$ cat src/rtl/fb_seq_pkg.sv
// Shared definitions for the bunch feedback sequencer: state encoding,
// the DSP add-window length and the default bunch spacing floor.
package fb_seq_pkg;

   localparam int FB_DSP_WINDOW   = 14;
   localparam int MIN_SPACING_DEF = 16;

   localparam logic [2:0] ST_IDLE   = 3'd0;
   localparam logic [2:0] ST_DELAY  = 3'd1;
   localparam logic [2:0] ST_STROBE = 3'd2;
   localparam logic [2:0] ST_GAP    = 3'd3;
   localparam logic [2:0] ST_FLUSH  = 3'd4;

   typedef enum logic [2:0] {
      IDLE   = ST_IDLE,
      DELAY  = ST_DELAY,
      STROBE = ST_STROBE,
      GAP    = ST_GAP,
      FLUSH  = ST_FLUSH
   } seq_state_e;

endpackage

$ cat src/rtl/fb_seq_timer.sv
// Loadable down-counter shared by the trigger delay and the inter-bunch gap.
// Load wins over decrement; the count holds once it reaches zero.
module fb_seq_timer #(
   parameter int W = 8
) (
   input  logic         clk,
   input  logic         rst,
   input  logic         load,
   input  logic [W-1:0] load_val,
   input  logic         dec,
   output logic [W-1:0] value,
   output logic         zero
);

   logic [W-1:0] cnt_q;
   logic [W-1:0] cnt_d;

   always_comb begin
      cnt_d = cnt_q;
      if (load) begin
         cnt_d = load_val;
      end else if (dec && (cnt_q != '0)) begin
         cnt_d = cnt_q - W'(1);
      end
   end

   always_ff @(posedge clk) begin
      if (rst) begin
         cnt_q <= '0;
      end else begin
         cnt_q <= cnt_d;
      end
   end

   assign value = cnt_q;
   assign zero  = (cnt_q == '0);

endmodule

$ cat src/rtl/fb_bunch_sequencer.sv
// Bunch-train sequencer for the charge*signal feedback DSP stage.
// Optional macro FB_SEQ_OVERRUN_CNT_EN adds a saturating overrun_cnt output.
module fb_bunch_sequencer
   import fb_seq_pkg::*;
#(
   parameter int DLY_W       = 16,
   parameter int SPC_W       = 8,
   parameter int NB_W        = 3,
   parameter int MIN_SPACING = MIN_SPACING_DEF
) (
   input  logic             clk,
   input  logic             rst,
   input  logic             trig,
   input  logic             cfg_enable,
   input  logic [DLY_W-1:0] cfg_delay,
   input  logic [SPC_W-1:0] cfg_spacing,
   input  logic [NB_W-1:0]  cfg_nbunch,
   output logic             bunch_strb,
   output logic             store_strb,
   output logic             delay_en,
   output logic [NB_W-1:0]  bunch_idx,
   output logic             busy,
`ifdef FB_SEQ_OVERRUN_CNT_EN
   output logic [15:0]      overrun_cnt,
`endif
   output logic             trig_overrun
);

   // The spacing floor must leave room for the full DSP add window.
   localparam int SPACING_FLOOR = (MIN_SPACING > FB_DSP_WINDOW) ? MIN_SPACING : FB_DSP_WINDOW + 1;
   localparam logic [SPC_W-1:0] MIN_SPC = SPC_W'(SPACING_FLOOR);

   seq_state_e       state_q, state_d;
   logic             trig_q;
   logic [SPC_W-1:0] spacing_q, spacing_d;
   logic [NB_W-1:0]  nbunch_q, nbunch_d;
   logic [NB_W-1:0]  idx_q, idx_d;

   logic             bunch_strb_q, bunch_strb_d;
   logic             store_strb_q, store_strb_d;
   logic             delay_en_q, delay_en_d;
   logic [NB_W-1:0]  bunch_idx_q, bunch_idx_d;
   logic             busy_q, busy_d;
   logic             trig_overrun_q, trig_overrun_d;

   logic             trig_event;
   logic             in_train;

   logic             dly_load, dly_dec, dly_zero;
   logic [DLY_W-1:0] dly_load_val, dly_value;
   logic             gap_load, gap_dec, gap_zero;
   logic [SPC_W-1:0] gap_load_val, gap_value;

   fb_seq_timer #(.W(DLY_W)) u_dly_timer (
      .clk      (clk),
      .rst      (rst),
      .load     (dly_load),
      .load_val (dly_load_val),
      .dec      (dly_dec),
      .value    (dly_value),
      .zero     (dly_zero)
   );

   fb_seq_timer #(.W(SPC_W)) u_gap_timer (
      .clk      (clk),
      .rst      (rst),
      .load     (gap_load),
      .load_val (gap_load_val),
      .dec      (gap_dec),
      .value    (gap_value),
      .zero     (gap_zero)
   );

   assign trig_event = trig & ~trig_q;
   assign dly_dec    = (state_q == DELAY);
   assign gap_dec    = (state_q == GAP);

   // Timers are loaded with N-1 / spacing-2 so that their zero flag marks the
   // last cycle of DELAY / GAP; the state then moves on at the next edge.
   always_comb begin
      state_d      = state_q;
      spacing_d    = spacing_q;
      nbunch_d     = nbunch_q;
      idx_d        = idx_q;
      dly_load     = 1'b0;
      dly_load_val = cfg_delay - DLY_W'(1);
      gap_load     = 1'b0;
      gap_load_val = spacing_q - SPC_W'(2);

      unique case (state_q)
         IDLE: begin
            if (trig_event && cfg_enable) begin
               spacing_d = (cfg_spacing < MIN_SPC) ? MIN_SPC : cfg_spacing;
               nbunch_d  = (cfg_nbunch == '0) ? NB_W'(1) : cfg_nbunch;
               idx_d     = '0;
               if (cfg_delay == '0) begin
                  state_d = STROBE;
               end else begin
                  state_d  = DELAY;
                  dly_load = 1'b1;
               end
            end
         end
         DELAY: begin
            if (dly_zero) begin
               state_d = STROBE;
            end
         end
         STROBE: begin
            state_d  = GAP;
            gap_load = 1'b1;
         end
         GAP: begin
            if (gap_zero) begin
               if (idx_q == nbunch_q - NB_W'(1)) begin
                  state_d = FLUSH;
               end else begin
                  state_d = STROBE;
                  idx_d   = idx_q + NB_W'(1);
               end
            end
         end
         FLUSH: begin
            state_d = IDLE;
         end
         default: begin
            state_d = IDLE;
         end
      endcase
   end

   // Outputs are a registered decode of the current state, one cycle behind it.
   always_comb begin
      in_train       = (state_q == STROBE) || (state_q == GAP);
      bunch_strb_d   = (state_q == STROBE);
      store_strb_d   = in_train;
      delay_en_d     = in_train && (idx_q != '0);
      bunch_idx_d    = in_train ? idx_q : '0;
      busy_d         = (state_q != IDLE);
      trig_overrun_d = trig_event && (state_q != IDLE);
   end

   always_ff @(posedge clk) begin
      if (rst) begin
         state_q        <= IDLE;
         trig_q         <= 1'b0;
         spacing_q      <= '0;
         nbunch_q       <= '0;
         idx_q          <= '0;
         bunch_strb_q   <= 1'b0;
         store_strb_q   <= 1'b0;
         delay_en_q     <= 1'b0;
         bunch_idx_q    <= '0;
         busy_q         <= 1'b0;
         trig_overrun_q <= 1'b0;
      end else begin
         state_q        <= state_d;
         trig_q         <= trig;
         spacing_q      <= spacing_d;
         nbunch_q       <= nbunch_d;
         idx_q          <= idx_d;
         bunch_strb_q   <= bunch_strb_d;
         store_strb_q   <= store_strb_d;
         delay_en_q     <= delay_en_d;
         bunch_idx_q    <= bunch_idx_d;
         busy_q         <= busy_d;
         trig_overrun_q <= trig_overrun_d;
      end
   end

   assign bunch_strb   = bunch_strb_q;
   assign store_strb   = store_strb_q;
   assign delay_en     = delay_en_q;
   assign bunch_idx    = bunch_idx_q;
   assign busy         = busy_q;
   assign trig_overrun = trig_overrun_q;

`ifdef FB_SEQ_OVERRUN_CNT_EN
   logic [15:0] ovr_cnt_q, ovr_cnt_d;

   always_comb begin
      ovr_cnt_d = ovr_cnt_q;
      if (trig_overrun_d && (ovr_cnt_q != 16'hFFFF)) begin
         ovr_cnt_d = ovr_cnt_q + 16'd1;
      end
   end

   always_ff @(posedge clk) begin
      if (rst) begin
         ovr_cnt_q <= '0;
      end else begin
         ovr_cnt_q <= ovr_cnt_d;
      end
   end

   assign overrun_cnt = ovr_cnt_q;
`endif

   // Timer sanity: the gap count never reaches the spacing, the delay timer idles at zero.
   assert property (@(posedge clk) disable iff (rst) (state_q == GAP) |-> (gap_value < spacing_q));
   assert property (@(posedge clk) disable iff (rst) (state_q != DELAY) |-> (dly_value == '0));

endmodule
$ cat config.mk
export PLATFORM = sky130hd
export DESIGN_NAME = fb_bunch_sequencer
export DESIGN_NICKNAME = d
export VERILOG_FILES = /design/src/rtl/fb_seq_pkg.sv /design/src/rtl/fb_seq_timer.sv /design/src/rtl/fb_bunch_sequencer.sv
export SDC_FILE = /design/constraint.sdc
export NUM_CORES = 1
export LEC_CHECK = 0
export BUFFER_PORTS_ARGS = -buffer_cell sky130_fd_sc_hd__buf_2
export CAP_MARGIN = 20
export CORE_UTILIZATION = 58
export CTS_BUF_LIST = sky130_fd_sc_hd__clkbuf_16
export CTS_CLUSTER_SIZE = 20
export DETAILED_ROUTE_END_ITERATION = 10
export HOLD_SLACK_MARGIN = 0.15
export PLACE_DENSITY = 0.83
export SYNTH_ARGS = -nofsm -noshare
export SYNTH_HDL_FRONTEND = slang
export SYNTH_SLANG_ARGS = --single-unit
$ cat constraint.sdc
create_clock -name clk -period 6.1 [get_ports clk]
set_clock_uncertainty 0.1 [all_clocks]
set_input_delay 1.22 -clock clk [delete_from_list [all_inputs] [get_ports clk]]
set_output_delay 1.22 -clock clk [all_outputs]
set_load 0.01 [all_outputs]
* Word level (Yosys, flattened, before mapping) *
Cells that the tools add are included.

cells by class
  add/sub/neg operators = 6
  multipliers = 0
  divide/modulo/power cells = 0
  order comparisons = 1
  equal/unequal tests = 8
  shift operators = 0
  mux-type cells = 20
  bitwise gates (word level) = 3
  reductions and logical operators = 22

operator list
  operator                                                               count
  16-bit zero test                                                       2
  16-bit 2-to-1 mux                                                      2
  16-bit by 1-bit subtractor with 16-bit output (second input constant)  2
  3-bit 2-to-1 mux                                                       8
  8-bit 2-to-1 mux                                                       3
  16-bit nonzero test                                                    1
  3-bit case mux with 4 select lines                                     1
  8-bit zero test                                                        1
  8-bit by 5-bit < comparator with 1-bit output (second input constant)  1
  2-bit != test (second input constant)                                  4
  8-bit nonzero test                                                     1
  8-bit by 1-bit subtractor with 8-bit output (second input constant)    1
  8-bit by 2-bit subtractor with 8-bit output (second input constant)    1
  3-bit by 2-bit == test with 1-bit output (second input constant)       2
  3-bit zero test                                                        2
  3-bit case mux with 2 select lines                                     1
  2-bit nonzero test                                                     3
  3-bit nonzero test                                                     2
  1-bit logical AND                                                      5
  1-bit 2-to-1 mux                                                       4
  4-bit AND reduction                                                    1
  3-bit by 1-bit adder with 3-bit output (second input constant)         1
  3-bit by 1-bit == test with 1-bit output (second input constant)       1
  3-bit == test                                                          1
  other kinds (8)                                                        9

word-level totals
  register bits after elaboration = 50
  latch bits = 0
  bits in writable memories = 0
  ROM bits = 0
  input port bits = 31
  output and inout port bits = 8
  logic and storage cells = 73
  memories = 0

* Longest topological paths before layout *
Gate-level depths: netlist of the first run.

  word-level depth = 6
  gate-level depth with buffers = 13
  depth with buffers taken out = 11

* Hierarchy *
From an unflattened synthesis of the first run, not the netlist that was laid out.

second synthesis, totals
  cells, all modules = 352
  area total of the unflattened synthesis = 2886.5 µm²

modules (own cells, without submodules)
  module                       instances  cells each  area an instance (µm²)  seq. area each (µm²)
  fb_bunch_sequencer           1          179         1426.4                  520.5
  fb_seq_timer at u_dly_timer  1          114         944.7                   320.3
  fb_seq_timer at u_gap_timer  1          59          515.5                   160.2

* Worst setup path before layout of the first run *
OpenSTA, ideal clock, no wires.

  path kind = input to register
  start point = input cfg_delay[3]
  end point = register u_dly_timer.cnt_q[12], in the netlist u_dly_timer.value[12]
  library setup time = 117 ps
  data arrival time = 4397 ps
  required time = 5883 ps
  setup slack = 1485 ps
  stages on the path = 12
  path through = or4_4 > nor4_1 > a21oi_1 > clkbuf_1 > mux2i_1 > ha_1 > nor3b_1 > nand2b_1 > a211o_1 > a22oi_1 > mux2i_1 > nand2_1

between the ends
  cells in the longest elaborated chain, start to end = 5

ends and longest elaborated chain
  element                                                                                                line                      source
  start, declared                                                                                        fb_bunch_sequencer.sv:15  input logic [DLY_W-1:0] cfg_delay,
  parallel branches: the longest is 5 deep, another holds 16-bit by 1-bit subtractor with 16-bit output  -
  end signal, assigned                                                                                   fb_seq_timer.sv:31        cnt_q <= cnt_d;
  end, declared                                                                                          fb_seq_timer.sv:15        logic [W-1:0] cnt_q;

Several ways; the timed one is not identified.
A chain may end at the register's enable or synchronous reset.

* Worst setup path in the final report of the first run *
Ends and elaborated chain as after synthesis.

==> flow_summary.ini, run 1 <==
[power_and_ir_drop]
ir_drop_v = 0.000290
p_comb_share_pct = 46.6
powerDensity_mw_per_mm2 = 440
p_int_w = 0.000845
sw_frac_of_total_pct = 41.5
p_sw_w = 0.000600
power_frac_seq_pct = 34.6
p_clk_share_pct = 18.8
leakage_nw = 1.27

[place]
placed_cells = 449
dpl_cell_area_mm2 = 0.00314
routabilityCongestion = 0.908
io_buffers = 38
dp_hpwl_um = 4870

[drt]
viasPerCell = 6.00
drt_first_pass_iters = 4
wire_per_inst_um = 14.6
drc = 0
antenna_left = 0
drtIter0Drc = 228
vias = 2744
drt-total-wl_um = 6690

[clock_tree]
clk_pin_slew_worst_paths_ns = 0.07
cts.path.max_buffers = 2
clk-insertion-delay-late_ns = 0.28
cts_made_buffers = 5
cts.hold.buffers_added = 0
cts_tree = yes
post-cts-setup-buffers = 0
cts_resized = 0
h-tree-depth = 2
cts.sink_count = 50
cts_root_buffer = clkbuf_16

[setup_path]
cp_num_buf_inv = 1
reg2reg_to = u_dly_timer.value[12]
rrSetupSlack_ns = 2.13
worstPathArrival_ns = 4.74
critPathTopFamily = simple AND/OR/NAND/NOR gates
crit_chain = buf_2, or4_4, nor4_1, a21oi_1, mux2i_1, ha_1, nor3b_1, nand2b_1, a211o_1, a22oi_1, mux2i_1, nand2_1
reg2reg_depth = 11
cp-start-kind = input pin
r2r-start = state_q[0]
critPathMaxStageDelay_ns = 0.58
slowest_stage = or4_4
crit_fanout = 6
timing_worst_setup_path_type = input pin to flip-flop
end_kind = flip-flop
cpMostUsedCell = mux2i_1
crit_required_ns = 6.17

[global_route]
grt_pass1_vias = 2498
grt_pass1_wl_um = 11400
grt_max_degree = 50
grt-ovfl-total = 0
grt_usage_pct = 27.4
antenna_found_initial = 0

[timing]
worst_pin_slew_ns = 0.893
finalCritPeriodShare_pct = 76.4
period_minus_slack_ns = 4.66
drv_slew = 0
rsz0062_at_grt = no
fmax_mhz = 214
finalHoldViolCount = 0
relSlewSlack_pct = 40.5
setup_violations = 0
final.setup.tns_ns = 0

[final_layout]
utilization_pct = 68.7
final_area_mm2 = 0.00329
final_cells = 457
num-fill-cells = 405
layout-drive-gt1-share_pct = 15.4
multi_input_area_mm2 = 0.00179
n_antenna_cell = 0
area_delta_synth_final_pct = 12.8
nets = 427
ff_latch_area_mm2 = 0.00100

[yosys]
synth_area_leaders = dfxtp_1 34%, xnor2_1 6.3%, nor2_1 5.3%, a211oi_1 4.4%, nand2_1 4.4%
syn_area_per_cell_um2 = 8.16
syn_nets = 395
synth_top_area_share_pct = 34.4
synth_area_leader_cell = dfxtp_1
ys_types = 56
synthFlopType = dfxtp_1
synth_common_cells = 50 x dfxtp_1, 41 x nor2_1, 34 x nand2_1, 21 x xnor2_1, 20 x nor3_1
ys_seq_area_share_pct = 34.4
synth.most_common_cell = dfxtp_1
yosys_warnings = 0
synth_async_sr_flop_share_pct = 0
ys_ff_latch = 50
synth_cells = 357
mappedNetlistArea_mm2 = 0.00291
synth-edff-count = 0

[worst_hold_path]
hold_class = flip-flop to flip-flop
min_from = trig_q
holdPathEnd = trig_overrun
hold_depth = 1

[die]
ios = 39
core_mm2 = 0.00479
dieWidth_um = 72.9
dieArea_mm2 = 0.00531
start_util_pct = 60.9
row_count = 25
die_h_um = 72.9

[run_status]
status = completed

[run]
cap_violations = 0
-- layout make-up --
cell class	count	share of cell area [%]
sequential	50	30.5
timing repair buffer	42	6.70
clock buffer	5	3.81
tap	67	2.55
clock inverter	3	0.647
inverter	11	1.26
multi-input combinational	279	54.6
-- layout by cell type, fill, tap and decap left out, types with 4 or more instances in the layout --
cell | Yosys | layout
a31oi_1 | 4 | 4
xor2_1 | 6 | 6
or3_1 | 6 | 6
nor2_1 | 41 | 41
o21ai_0 | 6 | 6
buf_2 | 2 | 38
nand2_1 | 34 | 34
nor3b_1 | 4 | 4
clkbuf_16 | 0 | 5
mux2i_1 | 8 | 8
inv_1 | 11 | 11
dfxtp_1 | 50 | 50
nand2b_1 | 5 | 5
and3_1 | 4 | 4
xnor2_1 | 21 | 21
or2_2 | 4 | 4
ha_1 | 7 | 7
or4_1 | 8 | 8
buf_4 | 1 | 4
a211oi_1 | 17 | 17
nand3_1 | 13 | 13
nor3_1 | 20 | 20
nor4_1 | 9 | 9
a21oi_1 | 15 | 15
-- metrics by stage --
step	total power [W]	hold WS (ns)	worst slack, ns
after floorplan	0.00103	0.306	1.49
after global placement	0.00115	0.316	1.31
after detailed placement	0.00117	0.331	1.19
after CTS	0.00144	0.350	1.48
after global routing	0.00155	0.366	1.15
final	0.00144	0.360	1.44
-- metal layers --
metal	up-vias	global-route usage [%]	share of wire (%)
met5	-	0	0
met4	0	8.50	1.4
met3	11	5.39	5.1
met2	68	43.4	46
met1	1283	37.7	48
li1	1382	-	-
-- power by group through the flow --
stage                     combinational [W]  sequential, W  clock (W)
after global placement             0.000650       0.000500          0
after floorplan                    0.000554       0.000477          0
after global routing               0.000750       0.000514   0.000291
after detailed placement           0.000661       0.000504          0
after CTS                          0.000669       0.000497   0.000276
final                              0.000673       0.000500   0.000271
-- state kept, by name (all words and copies together), names as in the netlist --
name / count
idx_q: 3
u_gap_timer.value: 8
nbunch_q: 3
bunch_strb: 1
u_dly_timer.value: 16
busy: 1
bunch_idx: 3
trig_q: 1
state_q: 3
spacing_q: 8
delay_en: 1
store_strb: 1
trig_overrun: 1
-- cell families after synthesis --
| group | count (synthesis) | synth area share, % |
|---|---|---|
| AO/OA/AOI/OAI | 78 | 19.5 |
| buffers and inverters | 28 | 4.08 |
| flip-flops | 50 | 34.4 |
| adder cells (fa/ha/maj) | 7 | 3.01 |
| XOR/XNOR | 27 | 8.12 |
| AND/OR/NAND/NOR | 159 | 28.2 |
| multiplexers | 8 | 2.75 |
-- worst max path at each step --
stage               slack (ns)               endpoint  depth (start not counted)    startpoint
floorplan                 1.49  u_dly_timer.value[12]                         12  cfg_delay[3]
global placement          1.31  u_dly_timer.value[12]                         12  cfg_delay[3]
detailed placement        1.19  u_dly_timer.value[12]                         12  cfg_delay[3]
CTS                       1.48  u_dly_timer.value[12]                         12  cfg_delay[3]
global route              1.15  u_dly_timer.value[12]                         12  cfg_delay[3]
finish                    1.44  u_dly_timer.value[12]                         12  cfg_delay[3]
Note: power is estimated with default switching activity, not from simulation.
==> inputs of run 2 (changes only) <==
- clock period: 6.1 -> 4.9 ns (I/O delays scaled with it)
==> flow_summary.ini, run 2 (synthesized netlist as in run 1, its figures left out) <==
[timing]
final.setup.tns_ns = 0
rsz0062_at_grt = no
fmax_mhz = 219
finalCritPeriodShare_pct = 93.4
period_minus_slack_ns = 4.57
fin_ws_ns = 0.325
setup_violations = 0
drv_slew = 0
worst_pin_slew_ns = 0.892
finalHoldViolCount = 0
relSlewSlack_pct = 40.5

[place]
dp_hpwl_um = 4900
dp_slack_ns = 0.261
io_buffers = 38
routabilityCongestion = 0.963
dpl_cell_area_mm2 = 0.00315

[power_and_ir_drop]
powerDensity_mw_per_mm2 = 549
p_clk_share_pct = 18.7
p_int_w = 0.00105
power_frac_seq_pct = 34.6
ir_drop_v = 0.000363
finalPower_w = 0.00181
sw_frac_of_total_pct = 41.7
p_sw_w = 0.000754
p_comb_share_pct = 46.7
leakage_nw = 1.28

[setup_path]
timing_worst_setup_path_type = input pin to flip-flop
end_kind = flip-flop
critPathMaxStageDelay_ns = 0.58
crit_chain = buf_2, or4_4, nor4_1, a21oi_1, mux2i_1, ha_1, nor3b_1, nand2b_1, a211o_1, a22oi_1, mux2i_1, nand2_1
cpMostUsedCell = mux2i_1
slowest_stage = or4_4
crit_fanout = 6
worstPathArrival_ns = 4.65
critPathTopFamily = simple AND/OR/NAND/NOR gates
cp_num_buf_inv = 1
cp-start-kind = input pin
crit_required_ns = 4.98

[clock_tree]
post-cts-setup-buffers = 0
clk-insertion-delay-late_ns = 0.29
clk_pin_slew_worst_paths_ns = 0.07
h-tree-depth = 2
cts.sink_count = 50
cts.hold.buffers_added = 0
cts.path.max_buffers = 2
cts_root_buffer = clkbuf_16
cts_resized = 0
cts_made_buffers = 5
cts_tree = yes

[global_route]
grt_max_degree = 50
grt_pass1_vias = 2522
grt-ovfl-total = 0
grt_usage_pct = 27.9
grt_pass1_wl_um = 11600
antenna_found_initial = 0

[run]
cap_violations = 0

[drt]
viasPerCell = 6.21
drc = 0
wire_per_inst_um = 15.1
antenna_left = 0
vias = 2846
drt-total-wl_um = 6920
drtIter0Drc = 247
drt_first_pass_iters = 5

[die]
dieArea_mm2 = 0.00531
die_h_um = 72.9
row_count = 25
start_util_pct = 60.9
ios = 39
core_mm2 = 0.00479
dieWidth_um = 72.9

[final_layout]
mostFrequentLayoutCells = 50 x dfxtp_1, 41 x nor2_1, 38 x buf_2
nets = 429
final_common_cell = dfxtp_1
largest_register_ffs = 16
final_area_mm2 = 0.00329
area_delta_synth_final_pct = 13.1
utilization_pct = 68.8
n_antenna_cell = 0
layout-drive-gt1-share_pct = 15.9

[run_status]
status = completed

[worst_hold_path]
hold_class = flip-flop to flip-flop
## run 2: worst register-to-register path, cell delays in order (launching register included)
cell and delay [ns]:
dfxtp_1 0.41, nor3_1 0.34, nand2_1 0.16, a21oi_1 0.40
mux2i_1 0.29, ha_1 0.26, nor3b_1 0.35, nand2b_1 0.22
a211o_1 0.34, a22oi_1 0.37, mux2i_1 0.23, nand2_1 0.06
## run 2: power by group through the flow
stage	combinational, W	clock (W)	sequential, W
floorplan	0.000690	0	0.000594
finish	0.000845	0.000338	0.000625
global route	0.000932	0.000360	0.000640
CTS	0.000833	0.000341	0.000621
global placement	0.000806	0	0.000624
detailed placement	0.000825	0	0.000629
## run 2: routing by layer
metal	share of wire, %	track usage (%)	vias to the layer above
met2	47	43.5	112
met1	46	39.3	1346
li1	-	-	1377
met5	0	0	-
met4	1.4	8.50	0
met3	6.1	4.97	11
## run 2: final cells by class
| class | instances | area, µm² |
|---|---|---|
| inverters | 11 | 41.3 |
| multi-input cells | 279 | 1790 |
| clock inverters | 2 | 13.8 |
| flip-flops and latches | 50 | 1000 |
| repair buffers | 44 | 235 |
| well taps | 67 | 83.8 |
| fillers | 381 | 1490 |
| clock buffers | 5 | 125 |
## run 2: final timing paths
| kind | start | end | slack [ns] | cells after the start |
|---|---|---|---|---|
| setup reg to reg | state_q[0] | u_dly_timer.value[12] | 1.26 | 11 |
| hold reg to reg | spacing_q[0] | spacing_q[0] | 0.37 | 2 |
| hold / removal | spacing_q[0] | spacing_q[0] | 0.37 | 2 |
| setup / recovery | cfg_delay[3] | u_dly_timer.value[12] | 0.33 | 12 |
## run 2: stage by stage
stage | hold slack [ns] | instances
6_report | 0.367 | 458
5_1_grt | 0.388 | 458
4_1_cts | 0.363 | 458
3_5_place_dp | 0.345 | 451
3_3_place_gp | 0.345 | 451
2_1_floorplan | 0.306 | 357
